==> config.mk <==
export PLATFORM = sky130hd
export DESIGN_NAME = instr_fetch
export DESIGN_NICKNAME = d
export VERILOG_FILES = /design/src/rtl/riscy_if_pkg.sv /design/src/rtl/fetch_buf.sv /design/src/rtl/instr_fetch.sv
export SDC_FILE = /design/constraint.sdc
export NUM_CORES = 1
export LEC_CHECK = 0
export CAP_MARGIN = 20
export CORE_MARGIN = 3
export CORE_UTILIZATION = 25
export CTS_CLUSTER_DIAMETER = 150
export CTS_CLUSTER_SIZE = 12
export DETAILED_ROUTE_END_ITERATION = 7
export SYNTH_ARGS = -nofsm -noshare
export SYNTH_HDL_FRONTEND = slang
export SYNTH_HIERARCHICAL = 1
export SYNTH_SLANG_ARGS = --single-unit
export TNS_END_PERCENT = 20
==> constraint.sdc <==
create_clock -name clk -period 4.55 [get_ports clk]
set_clock_uncertainty 0.2 [all_clocks]
set_input_delay 0.91 -clock clk [delete_from_list [all_inputs] [get_ports clk]]
set_output_delay 0.91 -clock clk [all_outputs]
set_load 0.02 [all_outputs]
==> src/rtl/riscy_if_pkg.sv <==
// Shared fetch-stage types and constants for the Riscy SoC.
package riscy_if_pkg;

  localparam logic [31:0] RESET_PC  = 32'h0000_0000;
  localparam logic [31:0] INSTR_NOP = 32'h0000_0013;

  typedef struct packed {
    logic [31:0] pc;
    logic [31:0] instr;
  } fetch_entry_t;

endpackage

==> src/rtl/fetch_buf.sv <==
// Two-entry FIFO of fetched {pc, instr} pairs.
module fetch_buf
  import riscy_if_pkg::*;
(
  input  logic         clk,
  input  logic         rst,
  input  logic         push,
  input  logic         pop,
  input  logic         flush,
  input  fetch_entry_t din,
  output logic [1:0]   count,
  output fetch_entry_t head
);

  fetch_entry_t mem [2];
  logic rd;
  logic wr;
  logic do_pop;
  logic do_push;

  assign do_pop  = pop && (count != 2'd0);
  assign do_push = push && ((count != 2'd2) || do_pop);
  assign head    = mem[rd];

  always_ff @(posedge clk or posedge rst) begin
    if (rst) begin
      mem[0] <= '0;
      mem[1] <= '0;
      rd     <= 1'b0;
      wr     <= 1'b0;
      count  <= 2'd0;
    end else if (flush) begin
      rd    <= 1'b0;
      wr    <= 1'b0;
      count <= 2'd0;
    end else begin
      if (do_push) begin
        mem[wr] <= din;
        wr      <= ~wr;
      end
      if (do_pop) rd <= ~rd;
      unique case ({do_push, do_pop})
        2'b10:   count <= count + 2'd1;
        2'b01:   count <= count - 2'd1;
        default: count <= count;
      endcase
    end
  end

endmodule

==> src/rtl/instr_fetch.sv <==
// Fetch stage: PC, memory issue, redirect kill and fault detection.
module instr_fetch
  import riscy_if_pkg::*;
#(
  parameter int          MEM_DEPTH = 8001,
  parameter int          IDX_W     = $clog2(MEM_DEPTH),
  parameter logic [31:0] RESET_PC  = riscy_if_pkg::RESET_PC
) (
  input  logic             clk,
  input  logic             rst,
  output logic             imem_req,
  output logic [IDX_W-1:0] imem_addr,
  input  logic [31:0]      imem_rdata,
  input  logic             redirect_valid,
  input  logic [31:0]      redirect_pc,
  output logic             if_valid,
  input  logic             if_ready,
  output logic [31:0]      if_instr,
  output logic [31:0]      if_pc,
  output logic             fault
);

  logic [31:0]  pc;
  logic [31:0]  req_pc;
  logic         inflight;
  logic [1:0]   count;
  fetch_entry_t head;
  fetch_entry_t din;
  logic         pc_bad;
  logic         room;
  logic         pop;
  logic         bypass;
  logic         push;

  assign pc_bad = (pc[1:0] != 2'b00) ||
                  ({2'b00, pc[31:2]} >= 32'(MEM_DEPTH));
  assign room   = ({1'b0, count} + {2'b00, inflight}) < 3'd2;
  assign pop    = if_valid && if_ready;

  assign imem_req  = !rst && !fault && !pc_bad &&
                     !redirect_valid && (room || pop);
  assign imem_addr = pc[IDX_W+1:2];

  // An empty queue exposes the arriving response directly to decode.
  assign bypass   = (count == 2'd0) && inflight;
  assign if_valid = (count != 2'd0) || inflight;
  assign if_instr = bypass ? imem_rdata : head.instr;
  assign if_pc    = bypass ? req_pc : head.pc;

  assign push = inflight && !redirect_valid && !(pop && bypass);
  assign din  = '{pc: req_pc, instr: imem_rdata};

  fetch_buf u_buf (
    .clk   (clk),
    .rst   (rst),
    .push  (push),
    .pop   (pop && !bypass),
    .flush (redirect_valid),
    .din   (din),
    .count (count),
    .head  (head)
  );

  always_ff @(posedge clk or posedge rst) begin
    if (rst) begin
      pc       <= RESET_PC;
      req_pc   <= 32'h0;
      inflight <= 1'b0;
      fault    <= 1'b0;
    end else begin
      inflight <= imem_req;
      if (redirect_valid) begin
        pc <= redirect_pc;
      end else if (imem_req) begin
        pc     <= pc + 32'd4;
        req_pc <= pc;
      end
      if (!redirect_valid && pc_bad) fault <= 1'b1;
    end
  end

endmodule

# Word-level counts from Yosys, hierarchy flattened
# Cells that the tools add are included.
# op_classes
addsub	4
order_cmp	5
eq_ne	3
n_mux	16
bitwise	5
reduce_logical	33
# op_table
cell	n
$mux 64	4
$bwmux 128	1
$mux 32	4
$demux 64 s1	1
$add 32x3->32 const B	1
$ge 30x13->1 const B	1
$logic_and 1x1->1	14
$reduce_bool 2->1	5
$logic_not 1->1	6
$ge 2x2->1 const B	2
$logic_or 1x1->1	4
$mux 1	4
$not 1->2	2
$pmux 2 s2	1
$reduce_and 2->1	2
$add 2x1->3	1
$lt 3x2->1 const B	1
$not 1->1	3
$reduce_bool 3->1	1
$add 2x1->2 const B	1
$eq 2x1->1 const B	1
$eq 2x2->1 const B	1
$logic_not 2->1	1
$lt 2x1->1 const B	1
other kinds (3)	3
# word_totals
reg_bits	198
input_bits	68
out_inout_bits	80
wordCells	77

# Depth between registers and ports, before layout
# Gate-level depths: netlist of run 1.
# logic_depth
word_depth	10
mapped_depth	8
mapped_depth_nobuf	8

# Cells and area by module
# The synthesis of run 1 kept the hierarchy.
# by_module_without_submodules
module	instances	cells_per_inst	area_each_um2	seq_area_each_um2
fetch_buf	1	366	5914.4	3303.2
instr_fetch	1	337	3738.6	1651.6

# Worst setup path after synthesis of run 1
# Ideal clock, no wire load.
# synth_timing
path_kind	input port to flip-flop
start	in redirect_valid
end	reg u_buf/mem[100] (netlist name)
setup_time_ns	0.125
arrival_ns	2.868
required_ns	4.225
slack_ns	1.357
path_stages	8
n_path_buf	4
cell_sequence	clkbuf_1 buf_1 nand2b_1 a21oi_1 or4b_4 buf_6 buf_6 mux2_4
# synth_via
elab_chain_len	5
elab_cells_between_ends	6
classes_between	bitwise: 1; reduce/logical: 5
# synth_lines
element	line_no	source
start, declared	instr_fetch.sv:14	input logic redirect_valid,
$logic_not 1->1	instr_fetch.sv:50	assign push = inflight && !redirect_valid && !(pop && bypass);
$logic_and 1x1->1 (2 in a row)	instr_fetch.sv:50	
net push	instr_fetch.sv:33	logic push;
$logic_and 1x1->1	fetch_buf.sv:22	assign do_push = push && ((count != 2'd2) || do_pop);
$reduce_and 2->1 (no line)	-	
end signal, assigned by index	fetch_buf.sv:38	mem[wr] <= din;
end, declared	fetch_buf.sv:15	fetch_entry_t mem [2];
# The timed path passes the listed nets, and every way through them passes these cells.
# A chain may end at the register's enable or synchronous reset.

# Worst setup path after layout of run 1
# layout_timing
start	reg u_buf.count[1]
end	out if_pc[18]
# layout_via
elab_chain_len	3
# layout_lines
element	line_no	source
start, declared	fetch_buf.sv:11	output logic [1:0] count,
start signal, assigned	fetch_buf.sv:43	2'b10: count <= count + 2'd1;
start signal, assigned	fetch_buf.sv:44	2'b01: count <= count - 2'd1;
start signal, assigned	fetch_buf.sv:45	default: count <= count;
$logic_not 2->1	instr_fetch.sv:45	assign bypass = (count == 2'd0) && inflight;
$logic_and 1x1->1	instr_fetch.sv:45	
$mux 32	instr_fetch.sv:48	assign if_pc = bypass ? req_pc : head.pc;
end, declared	instr_fetch.sv:19	output logic [31:0] if_pc,
# No other way between the ends.

==> out/results.ini, run 1 <==
[drt]
ant_nets=0
drt-pass1-iter-count=4
drc_errors=0
wirelength_um=22240
vias_per_cell=4.392
wl_per_cell_um=16.40
drt_iter0_drc=249
via_count=5955

[floorplanning]
coreArea_mm2=0.03784
io_pins=148
placementRows=71
start_util_pct=25.51
die_h_um=202.5
dieWidth_um=202.5
die_area_mm2=0.04101

[clock_tree]
cts.sinks=198
cts-hold-fix-buffers=0
clk_pin_slew_ns=0.07
clockBufferDepth=2
cts-buffers-inserted=17
insertion_delay_ns=0.44
cts_tree=done
cts_root_buf=clkbuf_16
post-cts-setup-buffer-count=0
post_cts_resize_count=0
htree_levels=4

[sta]
hold_viol=0
fin_ws_ns=0.5242
rsz0062_at_grt=false
slew_headroom_pct=44.38
slew_violations=0
max_clock_freq_mhz=248.4
fin_setup_tns_ns=0
whs_ns=0.3021
period_needed_ns=4.026
worst_slew_pin_slew_ns=0.8307
min_period_over_period_pct=88.48
finalSetupViolations=0

[synthesis]
synth.largest_area_cell=dfrtp_1
syn_inst=703
ys_async_sr_fraction_pct=100.0
synth_area_mm2=0.009653
yosys_warnings=6
synth_top_area_share_pct=51.33
synth.area.top_cells=dfrtp_1 (51%), mux2_2 (27%), mux2_4 (7.6%), and2_1 (1.4%), o21ai_0 (1.2%)
avgSynthCellArea_um2=13.73
ys_seq_elements=198
ys_types=52
synth_edf_count=0
seq_area_frac_synth_pct=51.33
ys.flop_type=dfrtp_1
syn_nets=774

[finish]
areaGrowthSynthToFinish_pct=26.58
diodes=0
nNetsFinal=903
drive_above_1_share_pct=39.76
final_cells=1356

[grt]
grt_pass1_vias=6330
grt_pass1_wl_um=36280
antenna_found_initial=0
gr-total-overflow=0
grt_usage_pct=11.11
grt_max_degree=133

[worst_setup_path]
critPathBufInv=2
max_stage_delay_ns=0.55
end_kind=output pin
crit_type=reg2out
cp_max_fo=31
worst_path_dominant_cell_family=buffers and inverters
startpoint_type=flip-flop
slowest_stage=and2_4
path_cells=nor2_1 -> and2_4 -> buf_4 -> mux2_2 -> clkdlybuf4s50_1
required_ns=3.44
crit_arrival_ns=2.92

[placed_design]
dp_cells=1323
place_congestion=0.7521
io_buffers=147
preCtsSetupSlack_ns=0.7084
dpl.hpwl_um=13920

[run]
drv_cap=0

[power]
power_w=0.003564
p_per_area_mw_per_mm2=291.6
leakagePower_nw=5.643
peakVddDrop_mv=0.2402

[outcome]
outcome=complete, no violations

[min_path]
hp-class=reg2reg

[through the flow]
| step | utilization, % | area [um^2] |
|---|---|---|
| 6_report | 32.29 | 12220 |
| 5_1_grt | 32.29 | 12220 |
| 4_1_cts | 32.24 | 12200 |
| 3_5_place_dp | 30.68 | 11610 |
| 3_3_place_gp | 30.68 | 11610 |
| 2_1_floorplan | - | 9657 |
[power by group]
group	internal (W)	total, W	switching (W)	leakage, nW
sequential	0.00179	0.00181	0.0000293	2.69
combinational	0.000107	0.000216	0.000109	2.67
clock	0.000804	0.00153	0.000729	0.286
[worst register-to-register path: cells and delay by family (launching register included)]
family	cells	cell delay (ns)
flops	1	0.48
simple gates	4	1.10
mux	1	0.39
buf+inv	1	0.59
[final cells by class]
type / instances / area (um^2)
sequential: 198 / 4959
timing repair buffer: 162 / 1629
clock inverter: 13 / 136.4
fill: 3779 / 25620
tap: 511 / 639.4
inverter: 14 / 60.06
multi-input combinational: 439 / 4343
clock buffer: 19 / 452.9
[layout by cell type (no fill, tap or decap), types with 3 or more instances in the layout]
master,count
inv_8,3
buf_12,4
o211ai_1,9
nand2_1,13
clkinv_4,3
a21oi_1,5
mux2_2,229
buf_4,11
inv_6,3
nand3_1,7
inv_1,11
nor2b_1,3
clkinvlp_4,3
mux2_4,49
dfrtp_1,197
ha_1,3
clkbuf_16,17
nor4_1,7
and2_1,21
o311ai_1,7
nor2_1,17
o21ai_0,23
clkdlybuf4s50_1,146
nand2b_1,6
nor3_1,7
[cell usage after synthesis, types with 9 or more instances]
| library cell | instances |
|---|---|
| mux2_2 | 229 |
| nand2_1 | 13 |
| dfrtp_1 | 198 |
| o211ai_1 | 9 |
| buf_4 | 13 |
| nor2_1 | 17 |
| and2_1 | 22 |
| o21ai_0 | 23 |
| mux2_4 | 49 |
| inv_1 | 13 |
| clkbuf_1 | 15 |
| buf_2 | 15 |
[cells by family after synthesis]
kind of cell    count (synthesis)  share of synthesized area (%)
simple gates                   96                          5.703
xor+xnor                        1                        0.09075
buf+inv                        66                          3.772
compound gates                 60                          4.278
mux                           279                          34.44
fa+ha+maj                       3                         0.3889
flops                         198                          51.33
[final timing paths]
path / startpoint / endpoint / slack [ns] / cells past startpoint
setup reg to reg: u_buf/count[1]$_DFFE_PP0P_ / u_buf/mem[79]$_DFFE_PP0P_ / 1.69 / 6
max in group asynchronous: rst / u_buf/mem[22]$_DFFE_PP0P_ / 2.59 / 3
hold reg to reg: u_buf/mem[115]$_DFFE_PP0P_ / u_buf/mem[115]$_DFFE_PP0P_ / 0.30 / 1
setup / recovery: u_buf/count[1]$_DFFE_PP0P_ / if_pc[18] / 0.52 / 5
hold / removal: u_buf/mem[115]$_DFFE_PP0P_ / u_buf/mem[115]$_DFFE_PP0P_ / 0.30 / 1
min in group asynchronous: rst / pc[12]$_DFFE_PP0P_ / 0.71 / 2
[flip-flops by register name, indices dropped and copies added, names as in the netlist]
name,count
inflight,1
u_buf/count,2
pc,32
u_buf/wr,1
fault,1
u_buf/rd,1
u_buf/mem,128
req_pc,32
[layer usage]
layer	GRT usage (%)	part of all wire (%)	vias to the layer above
met5	0	0	-
met4	3.019	1.1	0
met3	3.704	6.4	18
met2	15.75	42	158
met1	16.16	51	2992
li1	-	-	2787
(Power assumes the default switching activity.)
==> run 2: changes to the inputs <==
HOLD_SLACK_MARGIN = 0.12   (was not set)
==> results of run 2 <==
Same layout as run 1: the final DEF is identical, and so are final timing and power.
